### config.mk
export PLATFORM = sky130hd
export DESIGN_NAME = hex_display_streamer
export DESIGN_NICKNAME = d
export VERILOG_FILES = /design/src/rtl/hex_display_streamer.sv
export SDC_FILE = /design/constraint.sdc
export NUM_CORES = 1
export LEC_CHECK = 0
export ABC_CLOCK_PERIOD_IN_PS = 7500
export CORE_MARGIN = 2
export CORE_UTILIZATION = 40
export CTS_CLUSTER_DIAMETER = 40
export DETAILED_ROUTE_END_ITERATION = 8
export PLACE_DENSITY_LB_ADDON = 0.1
export SYNTH_ARGS = -nofsm -noshare
export SYNTH_HDL_FRONTEND = slang
export SYNTH_SLANG_ARGS = --single-unit
export TNS_END_PERCENT = 5
### constraint.sdc
create_clock -name clk -period 7.5 [get_ports clk]
set_input_delay 1.5 -clock clk [delete_from_list [all_inputs] [get_ports clk]]
set_output_delay 1.5 -clock clk [all_outputs]
set_load 0.01 [all_outputs]
### src/rtl/hex_display_streamer.sv
// Multi-channel hex-to-ASCII streamer: each channel latches a value and writes it
// as upper-case hex characters into its own display row, round-robin arbitrated.
module hex_display_streamer #(
   parameter int NUM_CH    = 4,
   parameter int VAL_WIDTH = 32,
   parameter int DIGITS    = (VAL_WIDTH + 3) / 4,
   parameter int COL_BASE  = 8,
   parameter int COL_NUM   = 16,
   parameter int ROW_WIDTH = (NUM_CH > 1) ? $clog2(NUM_CH) : 1,
   parameter int COL_WIDTH = 4
) (
   input  logic                        clk,
   input  logic                        rst,
   input  logic [NUM_CH-1:0]           in_valid,
   input  logic [NUM_CH*VAL_WIDTH-1:0] in_value,
   output logic [NUM_CH-1:0]           in_ready,
   input  logic                        blank_lz,
   output logic                        wr_en,
   output logic [ROW_WIDTH-1:0]        wr_row,
   output logic [COL_WIDTH-1:0]        wr_col,
   output logic [7:0]                  wr_char,
   output logic                        busy,
   output logic                        done,
   output logic [ROW_WIDTH-1:0]        done_ch
);

   localparam int SW = DIGITS * 4;
   localparam int KW = (DIGITS > 1) ? $clog2(DIGITS) : 1;

   generate
      if (COL_BASE + DIGITS > COL_NUM) begin : g_col_check
         $error("hex_display_streamer: COL_BASE + DIGITS exceeds COL_NUM");
      end
   endgenerate

   typedef enum logic {IDLE = 1'b0, EMIT = 1'b1} state_t;

   state_t                 state, state_next;
   logic [NUM_CH-1:0]      pending;
   logic [VAL_WIDTH-1:0]   hold [NUM_CH];
   logic [SW-1:0]          shift;
   logic [KW-1:0]          k;
   logic                   blz;
   logic                   lz_active;
   logic [ROW_WIDTH-1:0]   rr;
   logic [ROW_WIDTH-1:0]   cur_ch;

   logic                   any_pend;
   logic                   gnt_found;
   logic [ROW_WIDTH-1:0]   gnt_idx;
   logic [ROW_WIDTH-1:0]   rr_next;
   logic [NUM_CH-1:0]      gnt_mask;
   logic                   grant;
   logic                   last;
   logic [3:0]             nib;
   logic [7:0]             char_c;

   assign in_ready = ~pending;
   assign busy     = (state == EMIT);
   assign any_pend = |pending;
   assign nib      = shift[SW-1 -: 4];
   assign last     = (k == KW'(DIGITS - 1));
   assign rr_next  = (gnt_idx == ROW_WIDTH'(NUM_CH - 1)) ? '0 : gnt_idx + ROW_WIDTH'(1);

   // First pending channel at or after the round-robin pointer, wrapping around.
   always_comb begin
      gnt_found = 1'b0;
      gnt_idx   = '0;
      for (int i = 0; i < NUM_CH; i++) begin
         if (!gnt_found && pending[(int'(rr) + i) % NUM_CH]) begin
            gnt_found = 1'b1;
            gnt_idx   = ROW_WIDTH'((int'(rr) + i) % NUM_CH);
         end
      end
   end

   // The final digit always prints, so an all-zero value still shows one "0".
   always_comb begin
      char_c = (nib < 4'd10) ? 8'h30 + {4'h0, nib} : 8'h37 + {4'h0, nib};
      if (blz && lz_active && (nib == 4'h0) && !last) begin
         char_c = 8'h20;
      end
   end

   always_ff @(posedge clk or posedge rst) begin
      if (rst) begin
         state <= IDLE;
      end else begin
         state <= state_next;
      end
   end

   // A grant at the last digit chains straight into the next value with no gap cycle.
   always_comb begin
      state_next = state;
      grant      = 1'b0;
      gnt_mask   = '0;
      case (state)
         IDLE: begin
            if (any_pend) begin
               grant      = 1'b1;
               state_next = EMIT;
            end
         end
         EMIT: begin
            if (last) begin
               if (any_pend) begin
                  grant = 1'b1;
               end else begin
                  state_next = IDLE;
               end
            end
         end
         default: state_next = IDLE;
      endcase
      if (grant) begin
         gnt_mask[gnt_idx] = 1'b1;
      end
   end

   always_ff @(posedge clk or posedge rst) begin
      if (rst) begin
         pending   <= '0;
         for (int i = 0; i < NUM_CH; i++) begin
            hold[i] <= '0;
         end
         shift     <= '0;
         k         <= '0;
         blz       <= 1'b0;
         lz_active <= 1'b0;
         rr        <= '0;
         cur_ch    <= '0;
         wr_en     <= 1'b0;
         wr_row    <= '0;
         wr_col    <= '0;
         wr_char   <= '0;
         done      <= 1'b0;
         done_ch   <= '0;
      end else begin
         for (int i = 0; i < NUM_CH; i++) begin
            if (in_valid[i] && !pending[i]) begin
               hold[i] <= in_value[i*VAL_WIDTH +: VAL_WIDTH];
            end
         end
         pending <= (pending | (in_valid & ~pending)) & ~gnt_mask;

         if (state == EMIT) begin
            wr_en   <= 1'b1;
            wr_row  <= cur_ch;
            wr_col  <= COL_WIDTH'(COL_BASE) + COL_WIDTH'(k);
            wr_char <= char_c;
            done    <= last;
            if (last) begin
               done_ch <= cur_ch;
            end
            shift <= shift << 4;
            k     <= k + KW'(1);
            if (nib != 4'h0) begin
               lz_active <= 1'b0;
            end
         end else begin
            wr_en <= 1'b0;
            done  <= 1'b0;
         end

         if (grant) begin
            shift     <= SW'(hold[gnt_idx]);
            cur_ch    <= gnt_idx;
            blz       <= blank_lz;
            k         <= '0;
            lz_active <= 1'b1;
            rr        <= rr_next;
         end
      end
   end

endmodule

==> impl_results.md <==
- Count of cell types in the netlist: 50
- Worst slack, placed: ~3.8 ns
- CTS tree: built
- Status: finished clean
- Final Max Tran Viols: 0
- Largest net degree at the start of global routing: between 100 and 150
- Post-CTS setup buffers: 0
- Port-buffer cells: between 150 and 200
- Skew final: approximately 0.009 ns
- Setup WS post-layout: 3.99 ns
- Kind of critical path: register to register
- Hold Crit Class: register to register
- GRT overflow: 0
- DRC viols: 0
- Power Dens Cells: 366 nW/um2
- Clock root cell: clkbuf_16
- Initial antenna violation count: 0
- Initial Util: between 40% and 50%
- Post-Route Setup TNS: 0 ns
- Vias in the first global route: around 6.5k
- Mapped Avg Cell Area: 12.1 um2
- Hold Fails Final Rpt: 0
- Flops & latches, synth: between 150 and 200
- Register area: ~4800 um2
- Layout Nets: approximately 970
- 1st-pass router iterations: 5
- Non-filler cells, final: about 1.1k
- Site Rows: 53
- Final design utilization: between 50 and 60%
- Peak supply drop: 0.165 mV
- Synth Flop Type: dfrtp_1
- Hold Startpoint: wr_col[3]$_DFFE_PP0P_
- Post-layout min period: 3.51 ns
- Hold slack: 0.477 ns
- WP data arrival: about 3.9 ns
- Clock sinks: ~190
- Die Width: 150 um
- Max cap viols: 0
- Via density per instance: ~5.7
- Crit. Startpoint: pending[0]$_DFF_PP0_
- Syn Std Cell Area: approximately 8600 um2
- Avg WL per Cell: between 20 and 25 um
- Worst r2r src: pending[0]$_DFF_PP0_
- Synthesis-to-layout area growth: 27.0%
- Post-route clock period utilization: between 40 and 50%
- H-tree levels: 4
- Share of cells above drive strength 1: roughly 23%
- Via count: between 6k and 7k
- Clk slew on worst S/H paths: ~0.070 ns
- RSZ-0062 raised after global routing: false
- N_diodes: 0
- Ys async rst share: 100%
- Post_cts resized: 0
- RePlAce Congestion: just over 0.8
- Commonest cells after routing, fill and taps aside: 191 x dfrtp_1, 156 x clkdlybuf4s50_1, 135 x mux2_2
- Placed Cells: roughly 1.1k
- First-pass GRT wire length: around 37 mm
- Crit-path max FO: 21
- Total GRT Usage: between 20% and 30%
- Syn Inst Count: a little over 700
- Multi-input logic area: between 3000 and 4000 um2
- Post-CTS Hold Buffers: 0
- Clk_lat worst skew: 0.43 ns
- FMAX: approximately 280 MHz
- DP Area: ~10000 um2
- FILL cells: 1844
- Largest cells by area after synthesis: dfrtp_1 56%, mux2_2 18%, nand3_1 3.6%
- Post-synthesis sequential area ratio: a little under three fifths
- Placed wire-length estimate: around 16 mm
- Boundary pin count: 158
- Syn_nets: between 800 and 900
- Max-slew headroom: approximately a fifth
- Worst-margin pin slew: 1.20 ns
- Core Area: 21000 um2
- Data required time of the worst path: between 7 and 8 ns
- Pwr Total: 4.00 mW
- Final setup viols: 0
- TritonCTS buffer count: 17
- Die area: about 23000 um2
- Post-synth EDFFs: 0
- Fin area: 10900 um2
- CP Capture Type: register
- Critical path startpoint category: register
- Lkg Pwr: approximately 4.5 nW
- Yosys top cell by area: dfrtp_1
- Commonest non-fill, non-tap cell in the layout: dfrtp_1
- Routed Antenna Nets: 0
- Final wirelength: 23.8 mm
- Post-synth top area share: 55.7%
- CTS max path bufs: 2
- Die Height: 150 um
- Syn. warnings: 0
- DR iter-0 viols: around 500
## synth_stat cells, types with 2 or more instances
master	number
o21a_1	4
nor2_1	22
o22a_1	2
a211o_1	19
buf_4	7
ha_1	5
buf_6	2
clkbuf_1	19
a22oi_1	3
a31oi_1	7
nand2_1	23
a221oi_1	20
o221ai_1	3
a32oi_1	3
a21oi_1	20
a41oi_1	14
mux2_2	135
dfrtp_1	191
clkinv_1	2
xnor2_1	3
buf_2	16
nor2b_1	6
o21ai_0	47
mux2i_1	5
nand3_1	61
a21o_1	11
buf_1	14
o221a_2	3
o2bb2ai_1	4
inv_1	16
## final timing paths
check                                   endpoint  slack (ns)  depth (start not counted)
min in group asynchronous   hold[86]$_DFFE_PP0P_        1.58                          2
hold reg to reg            wr_col[3]$_DFFE_PP0P_        0.48                          1
max in group asynchronous   hold[41]$_DFFE_PP0P_        4.31                          3
setup / recovery           shift[22]$_DFFE_PP0P_        3.99                          6
hold / removal             wr_col[3]$_DFFE_PP0P_        0.48                          1
setup reg to reg           shift[22]$_DFFE_PP0P_        3.99                          6
## report_power, final
| group | internal, mW | total (mW) | switching [mW] |
|---|---|---|---|
| Combinational | 0.664 | 1.29 | 0.631 |
| Clock | 0.510 | 0.909 | 0.400 |
| Sequential | 1.50 | 1.79 | 0.296 |
| Total | 2.67 | 4.00 | 1.33 |
## state kept, by name (all words and copies together), names as in the netlist, 3 cells and up
register  count
shift        32
pending       4
wr_char       7
k             3
hold        128
wr_col        4
## kinds of logic (layout without fill, tap and decap cells)
| family | after synthesis | in the layout | synth area share, % |
|---|---|---|---|
| flip-flops | 191 | 191 | 55.7 |
| AO/OA/AOI/OAI | 171 | 171 | 14.3 |
| multiplexers | 140 | 140 | 18.3 |
| AND/OR/NAND/NOR | 120 | 120 | 6.63 |
| buffers and inverters | 76 | 214 | 4.04 |
| adder cells (fa/ha/maj) | 5 | 5 | 0.729 |
| XOR/XNOR | 3 | 3 | 0.306 |
| other | 1 | 1 | 0.0437 |
## worst max-delay path, cell delays in order, from the launching register on
cell and delay (ns):
dfrtp_1 0.55, nor2b_1 0.23, o21ai_1 0.85, nand2_1 0.81, buf_4 0.47, a211o_1 0.29
a41oi_1 0.23
## routing by layer
metal / vias up / routed length (um) / GRT usage (%) / share of wire (%)
met5: - / 0 / 0 / 0
met4: 0 / 473 / 7.26 / 2.0
met3: 29 / 1450 / 4.18 / 6.1
met2: 250 / 11000 / 33.5 / 46
met1: 3249 / 10800 / 30.7 / 46
li1: 2864 / - / - / -
## area by class of cell
type                            count  area share [%]
Clock inverter                     13            1.26
Tap cell                          275            3.16
Inverter                           18           0.688
Sequential cell                   191            43.8
Multi-Input combinational cell    440            32.0
Clock buffer                       19            4.15
Timing Repair Buffer              164            14.9
No activity file was read; power rests on OpenSTA's default activity.
